<file path="src/rtl/mc_pkg.sv">
// Shared encodings for the multi-cycle controller: states, opcodes, ALU classes and PC sources.
package mc_pkg;

    typedef enum logic [3:0] {
        StFetch    = 4'd0,
        StDecode   = 4'd1,
        StMemAddr  = 4'd2,
        StMemRead  = 4'd3,
        StMemWb    = 4'd4,
        StMemWrite = 4'd5,
        StExecute  = 4'd6,
        StRWb      = 4'd7,
        StBranch   = 4'd8,
        StJump     = 4'd9,
        StAddiExec = 4'd10,
        StAddiWb   = 4'd11,
        StTrap     = 4'd12
    } state_t;

    localparam logic [5:0] OpR    = 6'd0;
    localparam logic [5:0] OpLw   = 6'd35;
    localparam logic [5:0] OpSw   = 6'd43;
    localparam logic [5:0] OpBeq  = 6'd4;
    localparam logic [5:0] OpJ    = 6'd2;
    localparam logic [5:0] OpAddi = 6'd8;

    localparam logic [1:0] AluAdd   = 2'b00;
    localparam logic [1:0] AluSub   = 2'b01;
    localparam logic [1:0] AluFunct = 2'b10;

    localparam logic [1:0] PcSrcAlu  = 2'b00;
    localparam logic [1:0] PcSrcOut  = 2'b01;
    localparam logic [1:0] PcSrcJump = 2'b10;

    localparam int unsigned CountWidth = 16;

    // States whose exit to FETCH completes an instruction.
    function automatic logic is_retire_state(state_t s);
        return (s == StRWb) || (s == StMemWb) || (s == StAddiWb) ||
               (s == StBranch) || (s == StJump) || (s == StMemWrite);
    endfunction

endpackage

</file>
<file path="src/rtl/mc_inst_counter.sv">
// Retired-instruction counter; wraps silently at the top of its range.
module mc_inst_counter
    import mc_pkg::*;
(
    input  logic                  clk,
    input  logic                  reset,
    input  logic                  inc,
    output logic [CountWidth-1:0] count
);

    logic [CountWidth-1:0] count_q;

    always_ff @(posedge clk) begin
        if (!reset) begin
            count_q <= '0;
        end else if (inc) begin
            count_q <= count_q + 1'b1;
        end
    end

    assign count = count_q;

endmodule

</file>
<file path="src/rtl/multi_cycle_control.sv">
// Multi-cycle MIPS-style control FSM: next-state, datapath strobes and retire tracking.
module multi_cycle_control
    import mc_pkg::*;
(
    input  logic        clk,
    input  logic        reset,
    input  logic [5:0]  Inst_31_26,
    input  logic        Mem_Ready,
    output logic        PC_Write,
    output logic        PC_Write_Cond,
    output logic        I_or_D,
    output logic        Mem_Read,
    output logic        Mem_Write,
    output logic        IR_Write,
    output logic        Mem_to_Reg,
    output logic        Reg_Dst,
    output logic        Reg_Write,
    output logic        ALU_Src_A,
    output logic [1:0]  ALU_Src_B,
    output logic [1:0]  ALU_Op,
    output logic [1:0]  PC_Source,
    output logic [3:0]  State,
    output logic        Illegal_Op,
    output logic [15:0] Inst_Count
);

    state_t state_q, state_d;
    logic   illegal_q;
    logic   retire;

    always_ff @(posedge clk) begin
        if (!reset) begin
            state_q   <= StFetch;
            illegal_q <= 1'b0;
        end else begin
            state_q <= state_d;
            if (state_d == StTrap) begin
                illegal_q <= 1'b1;
            end
        end
    end

    always_comb begin
        state_d = state_q;
        case (state_q)
            StFetch:    if (Mem_Ready) state_d = StDecode;
            StDecode: begin
                case (Inst_31_26)
                    OpR:        state_d = StExecute;
                    OpLw, OpSw: state_d = StMemAddr;
                    OpBeq:      state_d = StBranch;
                    OpJ:        state_d = StJump;
                    OpAddi:     state_d = StAddiExec;
                    default:    state_d = StTrap;
                endcase
            end
            StMemAddr:  state_d = (Inst_31_26 == OpSw) ? StMemWrite : StMemRead;
            StMemRead:  if (Mem_Ready) state_d = StMemWb;
            StMemWrite: if (Mem_Ready) state_d = StFetch;
            StExecute:  state_d = StRWb;
            StAddiExec: state_d = StAddiWb;
            StRWb, StMemWb, StAddiWb, StBranch, StJump: state_d = StFetch;
            StTrap:     state_d = StTrap;
            default:    state_d = StFetch;
        endcase
    end

    assign retire = (state_d == StFetch) && is_retire_state(state_q);

    // Outputs held at zero while reset is low so no write can slip through.
    always_comb begin
        PC_Write      = 1'b0;
        PC_Write_Cond = 1'b0;
        I_or_D        = 1'b0;
        Mem_Read      = 1'b0;
        Mem_Write     = 1'b0;
        IR_Write      = 1'b0;
        Mem_to_Reg    = 1'b0;
        Reg_Dst       = 1'b0;
        Reg_Write     = 1'b0;
        ALU_Src_A     = 1'b0;
        ALU_Src_B     = 2'b00;
        ALU_Op        = AluAdd;
        PC_Source     = PcSrcAlu;
        if (reset) begin
            case (state_q)
                StFetch: begin
                    Mem_Read  = 1'b1;
                    ALU_Src_B = 2'b01;
                    IR_Write  = Mem_Ready;
                    PC_Write  = Mem_Ready;
                end
                StDecode:  ALU_Src_B = 2'b11;
                StMemAddr, StAddiExec: begin
                    ALU_Src_A = 1'b1;
                    ALU_Src_B = 2'b10;
                end
                StMemRead: begin
                    Mem_Read = 1'b1;
                    I_or_D   = 1'b1;
                end
                StMemWrite: begin
                    Mem_Write = 1'b1;
                    I_or_D    = 1'b1;
                end
                StMemWb: begin
                    Reg_Write  = 1'b1;
                    Mem_to_Reg = 1'b1;
                end
                StExecute: begin
                    ALU_Src_A = 1'b1;
                    ALU_Op    = AluFunct;
                end
                StRWb: begin
                    Reg_Write = 1'b1;
                    Reg_Dst   = 1'b1;
                end
                StAddiWb:  Reg_Write = 1'b1;
                StBranch: begin
                    ALU_Src_A     = 1'b1;
                    ALU_Op        = AluSub;
                    PC_Write_Cond = 1'b1;
                    PC_Source     = PcSrcOut;
                end
                StJump: begin
                    PC_Write  = 1'b1;
                    PC_Source = PcSrcJump;
                end
                default: ;
            endcase
        end
    end

    mc_inst_counter u_inst_counter (
        .clk   (clk),
        .reset (reset),
        .inc   (retire),
        .count (Inst_Count)
    );

    assign State      = state_q;
    assign Illegal_Op = illegal_q;

endmodule

</file>
<file path="config.mk">
export PLATFORM = sky130hd
export DESIGN_NAME = multi_cycle_control
export DESIGN_NICKNAME = d
export VERILOG_FILES = /design/src/rtl/mc_pkg.sv /design/src/rtl/mc_inst_counter.sv /design/src/rtl/multi_cycle_control.sv
export SDC_FILE = /design/constraint.sdc
export NUM_CORES = 1
export LEC_CHECK = 0
export BUFFER_PORTS_ARGS = -buffer_cell sky130_fd_sc_hd__buf_2
export CORE_MARGIN = 2
export CORE_UTILIZATION = 50
export CTS_CLUSTER_SIZE = 30
export DETAILED_ROUTE_END_ITERATION = 8
export PLACE_DENSITY = 0.79
export SYNTH_ARGS = -nofsm -noshare
export SYNTH_HDL_FRONTEND = slang
export SYNTH_SLANG_ARGS = --single-unit
</file>
<file path="constraint.sdc">
create_clock -name clk -period 3.3 [get_ports clk]
set_input_delay 0.33 -clock clk [delete_from_list [all_inputs] [get_ports clk]]
set_output_delay 0.33 -clock clk [all_outputs]
set_load 0.02 [all_outputs]
</file>
==> key figures, run 1 <==
Clock tree
  – Post_cts resized: 0
  – H-tree depth: 1
  – Max clock buf depth: 2
  – Cts bufs inserted: 3
  – Worst-Skew Late Latency: approximately 0.31 ns
  – Clock Pin Slew Worst Setup and Hold Paths: 0.12 ns
  – Root Driver: clkbuf_4
  – Setup bufs post-CTS: 0
  – CTS Hold Bufs: 0
  – TritonCTS sink count: 21
  – CTS tree: yes

Yosys
  – Sequential fraction of the synthesis area: 0.304
  – Synth warn: 0
  – Post-synth ARST share: 0
  – Yosys reg bits: 21
  – Synthesized instance count: 167
  – Number of synthesized flops with an enable pin: 0
  – Synthesized Nets: ~180
  – Synthesized area: about 1400 µm²
  – Synth Flop Type: dfxtp_1
  – Average cell area after synthesis: 8.29 µm²
  – Synth cell types: between 40 and 50

Final layout
  – Sequential Area: about 420 µm²
  – Synthesis-to-finish area growth: 14.1%
  – Multi-input logic area: approximately 860 µm²
  – Nets: between 200 and 250
  – Fillers: ~270
  – Layout cells sized above 1: 0.275
  – N_diodes: 0

Global routing
  – Initial antenna violation count: 0
  – Global Route Usage Sum: 0.203
  – Global-route wire length before repair: between 5000 and 6000 µm
  – Global route total overflow: 0
  – Vias in the first global route: about 1.2k
  – Largest net degree at the start of global routing: 32

Critical path
  – Family with the most delay on the worst path: flip-flops
  – Arr. time, crit path: ~1.9 ns
  – WP buf/inv: 1
  – Max incr delay on CP: between 0.7 and 0.8 ns
  – Crit-path slowest cell: dfxtp_1
  – Startpoint types: register
  – Critical path endpoint category: primary output
  – Critical Path, Cell by Cell: nand2b_1 > o21ai_0 > and3b_1 > buf_2
  – Kind of critical path: register to primary output
  – CP Data Required Time: 2.97 ns
  – Worst-path fanout max: 18

STA
  – Final setup vio count: 0
  – Achievable Freq: 0.440 GHz
  – RSZ-0062 raised after global routing: false
  – Final Worst Setup Slack: 1.03 ns
  – Clk_skew: roughly 0.006 ns
  – Final hold violation count: 0
  – Setup TNS: 0 ns
  – Period utilization: 0.688
  – Fin. max-slew vios: 0
  – Worst slew margin: 0.608
  – Worst-Margin Slew: between 0.5 and 0.6 ns
  – Min Tclk post-route: between 2 and 2.5 ns

Floorplanning
  – I/O pin count: 46
  – Die height: about 57 µm
  – Die width: between 50 and 60 µm
  – Die ar.: approximately 3200 µm²
  – Row Count: 19
  – Initial Util: 0.516
  – Core Box Area: roughly 2700 µm²

Route
  – WL per Instance: about 13 µm
  – TritonRoute pass-1 iters: 4
  – Starting DRC count in detailed routing: 46
  – Number of nets with antenna violations after routing: 0
  – Vias/cell: 5.62
  – Vias: between 1k and 1.5k
  – Post-Route WL: between 3000 and 4000 µm
  – DRC viols: 0

Job
  – Max-cap violations: 0

Status
  – Status: complete, no violations

Power and ir drop
  – VDD IR max: 258 µV
  – Pwr Density: between 200 and 300 nW/µm²
  – Power, Total: approximately 0.00046 W
  – Static leakage: around 0.79 nW

Placed design
  – Routability cong.: 0.768
  – Worst slack, placed: 1.07 ns
  – Number of port buffers: 45
  – Detailed Place HPWL: 2170 µm

Hold path
  – Worst Hold Class: primary input to register
[final cells by class]
type,count,share of cell area
timing repair buffer,45,0.143
inverter,2,0.00475
multi-input combinational,132,0.546
sequential,21,0.266
clock buffer,4,0.0166
tap,31,0.0245
[stage by stage]
stage,hold WS [ns],instance area (µm²),std cells,util
2_1_floorplan,0.544,1390,167,-
3_3_place_gp,0.446,1550,231,0.578
3_5_place_dp,0.452,1550,231,0.578
4_1_cts,0.430,1580,235,0.588
5_1_grt,0.470,1580,235,0.588
6_report,0.434,1580,235,0.588
[final timing paths]
check	depth (start not counted)	start	endpoint	slack [ns]
max	4	State[1]	ALU_Src_B[1]	1.03
min	4	Inst_31_26[3]	State[1]	0.43
max reg2reg	5	State[0]	u_inst_counter.count[0]	1.03
min reg2reg	1	Illegal_Op	Illegal_Op	0.48
[tightest hold or removal path, cell delays in order]
cell and delay (ns):
buf_2 0.14, nand4_1 0.09, a32oi_1 0.06, nor2b_1 0.10
[cells in the final DEF, fill, tap and decap left out, types with 2 or more instances in the layout]
| cell type | n |
|---|---|
| nand3_1 | 4 |
| or3_1 | 2 |
| clkbuf_4 | 3 |
| and2_1 | 13 |
| a21oi_1 | 3 |
| and4_1 | 2 |
| o21ai_0 | 6 |
| dfxtp_1 | 21 |
| nor3_1 | 9 |
| a21boi_0 | 2 |
| xor2_1 | 13 |
| o21a_1 | 3 |
| mux2i_1 | 5 |
| nor2b_1 | 3 |
| a32o_1 | 2 |
| nand2_1 | 15 |
| nor3b_1 | 4 |
| nor4b_1 | 4 |
| nor2_1 | 13 |
| nand4_1 | 4 |
| buf_2 | 45 |
| and3b_1 | 2 |
| inv_1 | 2 |
| nand2b_1 | 4 |
[sequential cells by signal, indices dropped and copies added, names as in the netlist]
register / cells
u_inst_counter.count: 16
State: 4
Illegal_Op: 1
[routing by layer]
layer / wire length (µm) / track usage / vias up / part of all wire
li1: - / - / 667 / -
met1: 1390 / 0.270 / 606 / 0.46
met2: 1430 / 0.329 / 43 / 0.47
met3: 191 / 0.0300 / 4 / 0.063
met4: 25 / 0.0782 / 0 / 0.0082
met5: 0 / 0 / - / 0
[report_power, final]
part           internal, W  total [W]  switching, W  leakage (nW)
Sequential        0.000257   0.000265    0.00000878         0.169
Combinational    0.0000278  0.0000726     0.0000448         0.602
Clock            0.0000472   0.000126     0.0000791        0.0150
[cells by family after synthesis]
logic type / synth area share
AND/OR/NAND/NOR: 0.366
XOR/XNOR: 0.0822
multiplexers: 0.0361
adder cells (fa/ha/maj): 0.00903
buffers and inverters: 0.0741
flip-flops: 0.304
AO/OA/AOI/OAI: 0.129
[Yosys cell counts, drive strengths merged (4+ instances only)]
master	n	area share
dfxtp	21	0.30
nand3	4	0.014
o21ai	6	0.022
clkbuf	8	0.029
nand4	5	0.027
a21oi	4	0.017
nor3	9	0.033
mux2i	5	0.036
xor2	13	0.082
nor4b	4	0.025
nor2	13	0.035
and2	14	0.064
nand2	15	0.041
nor3b	4	0.022
nand2b	4	0.018
(Power assumes the default switching activity.)
==> run 2, diff against run 1 <==
- ABC_AREA: not set -> 1
- PLACE_DENSITY: 0.79 -> 0.77
- clock period: 3.3 -> 2.2 ns (I/O delays scaled with it)
==> run 2 against run 1 <==
Critical path depth grew 5. Combinational power grew to 3.1 times the previous value. Sequential power grew 51%. Sequential cell count is the same. Synthesized cell count grew 49%. Non-clock buffer count grew 2. Register-to-register slack lost 0.79 ns. Sequential share of layout area shrank 4.5 points. Final area grew 20%. Critical endpoint is now u_inst_counter.count[3]. Largest cell class unchanged.
==> key figures, run 2 <==
STA
  – Final hold violation count: 0
  – Period utilization: 0.889
  – Worst slew margin: 0.664
  – Fin. max-slew vios: 0
  – RSZ-0062 raised after global routing: false
  – Clk_skew: 0.00244 ns
  – Setup TNS: 0 ns
  – Min Tclk post-route: approximately 2 ns
  – Achievable Freq: 0.511 GHz
  – Final setup vio count: 0
  – Worst-Margin Slew: 0.501 ns

Job
  – Max-cap violations: 0

Route
  – Vias: approximately 1.7k
  – Wire length on met1: between 1500 and 2000 µm
  – Highest Signal Layer: met4
  – Vias/cell: a little over 5
  – Post-Route WL: roughly 3900 µm
  – WL per Instance: ~11 µm
  – Met3 WL post-DR: approximately 200 µm
  – Starting DRC count in detailed routing: between 60 and 70
  – Metal2 WL: 1770 µm
  – TritonRoute pass-1 iters: 4
  – DRC viols: 0
  – Number of nets with antenna violations after routing: 0

Final layout
  – Layout cells sized above 1: 0.267
  – Synthesis-to-finish area growth: 15.1%
  – Final instance area: between 1500 and 2000 µm²
  – Commonest non-fill, non-tap cell in the layout: nand2_1
  – Largest register FFs: 16
  – Fin cells: 336
  – Final core utilization: 0.612
  – Commonest non-fill, non-tap cells in the layout: 54 x nand2_1, 45 x buf_2, 30 x nor2_1
  – N_diodes: 0
  – Nets: around 300
  – Fillers: around 320

Power and ir drop
  – VDD IR max: between 300 and 400 µV
  – NetSw: 0.000290 W
  – Static leakage: between 0.8 and 0.9 nW
  – Cell Int Power: between 0.0005 and 0.0006 W
  – Clk network pwr share: 0.235
  – Reg power frac: 0.491
  – Net Sw Frac: 0.356
  – Combinational Power Share: 0.274
  – Pwr Density: roughly 430 nW/µm²

Clock tree
  – CTS tree: yes
  – H-tree depth: 1
  – Post_cts resized: 0
  – CTS Hold Bufs: 0
  – Setup bufs post-CTS: 0
  – Max clock buf depth: 2
  – Clock Pin Slew Worst Setup and Hold Paths: roughly 0.12 ns
  – Worst-Skew Late Latency: around 0.31 ns
  – Root Driver: clkbuf_4
  – TritonCTS sink count: 21
  – Cts bufs inserted: 3

Critical path
  – Worst-path fanout max: 19
  – Worst r2r dst: u_inst_counter.count[3]
  – Critical path endpoint category: register
  – R2R Setup Slk: roughly 0.24 ns
  – Arr. time, crit path: between 2 and 2.5 ns
  – Startpoint types: register
  – Kind of critical path: register to register
  – Worst r2r src: State[0]
  – Register-to-Register Path Depth: 9
  – CP startpoint: State[0]
  – CP endpoint: u_inst_counter.count[3]
  – CP Data Required Time: between 2 and 2.5 ns

Global routing
  – Global-route wire length before repair: approximately 6000 µm
  – Global Route Usage Sum: 0.215
  – Global route total overflow: 0
  – Vias in the first global route: approximately 1.4k
  – Initial antenna violation count: 0
  – Largest net degree at the start of global routing: 20

Yosys
  – Share of the synthesized area in the top cell type: 0.255
  – Synth Flop Type: dfxtp_1
  – Compound-gate portion of the synthesized area: 0.0720
  – Synthesized Nets: approximately 260
  – Average cell area after synthesis: roughly 6.6 µm²
  – Synth top area cells: dfxtp_1 25%, nand2_1 12%, nand4_1 7.2%
  – Synth Area in XOR/XNOR: 0.0584
  – Number of synthesized flops with an enable pin: 0
  – Most common cell in the synthesized netlist: nand2_1
  – Mux cell area share after synthesis: 0
  – Synth warn: 0
  – Sequential fraction of the synthesis area: 0.255
  – Synthesized instance count: approximately 250
  – Post-Synth Simple-Gate Area: 0.491
  – Synthesized area: around 1700 µm²
  – Adder-cell share of the synthesized area: 0.00758
  – Yosys reg bits: 21
  – Post-synth ARST share: 0
  – Synth area leader: dfxtp_1
  – Synth cell types: 28
  – Largest family of logic cells by synthesized area: simple AND/OR/NAND/NOR gates
  – Most frequent cells after synthesis: 54 x nand2_1, 30 x nor2_1, 26 x inv_1

Placed design
  – Placed insts: 332
  – Detailed Place HPWL: slightly below 3000 µm
  – Placed Area: around 1900 µm²
  – Routability cong.: between 0.9 and 1
  – Number of port buffers: 45

Floorplanning
  – Initial Util: 0.532
  – Row Count: 20
  – I/O pin count: between 40 and 50
  – Die width: between 60 and 70 µm
  – Core Box Area: 3100 µm²
  – Die height: approximately 61 µm
  – Die ar.: about 3800 µm²

Status
  – Status: complete, no violations

Hold path
  – Hold Crit Depth: 3
  – Worst Hold Class: primary input to register
[run 2: per-layer routing]
layer  up-vias  GRT usage
li1        900          -
met1       752      0.307
met2        51      0.333
met3         3     0.0525
met4         0     0.0426
met5         -          0
[run 2: worst max-delay path, cell delays in order, from the launching register on]
cell	delay, ns
dfxtp_1	0.58
nor2_1	0.13
nand3_1	0.16
nand2_2	0.09
nor2_4	0.12
nand3_4	0.11
nor2_8	0.25
nand3_4	0.21
nand2_1	0.10
a21oi_1	0.06
[run 2: worst min path at each step]
stage	endpoint	startpoint
global placement	Illegal_Op	Illegal_Op
finish	State[0]	reset
global route	State[0]	reset
floorplan	State[0]	reset
CTS	State[0]	reset
detailed placement	Illegal_Op	Illegal_Op
[run 2: power groups by stage]
stage | clock network [W] | registers [W] | logic, W
after CTS | 0.000196 | 0.000399 | 0.000223
after floorplan | 0 | 0.000410 | 0.000183
after global routing | 0.000209 | 0.000401 | 0.000245
final | 0.000191 | 0.000399 | 0.000223
after global placement | 0 | 0.000407 | 0.000220
after detailed placement | 0 | 0.000408 | 0.000223
[run 2: layout make-up]
type	count	area [µm²]	share of cell area
Clock buffer	4	26.3	0.0138
Inverter	32	120	0.0632
Sequential cell	21	420	0.221
Multi-Input combinational cell	188	1040	0.546
Tap cell	44	55.1	0.0290
Timing Repair Buffer	47	240	0.126
[run 2: cell families after synthesis]
logic type | Yosys count
xor+xnor | 11
flops | 21
compound gates | 23
simple gates | 153
buf+inv | 40
fa+ha+maj | 1
[run 2: per-stage QoR]
stage / total power, W / hold WS (ns) / worst slack, ns
2_1_floorplan: 0.000593 / 0.318 / 0.413
3_3_place_gp: 0.000627 / 0.463 / 0.332
3_5_place_dp: 0.000630 / 0.455 / 0.254
4_1_cts: 0.000819 / 0.190 / 0.238
5_1_grt: 0.000855 / 0.194 / 0.0382
6_report: 0.000813 / 0.201 / 0.243
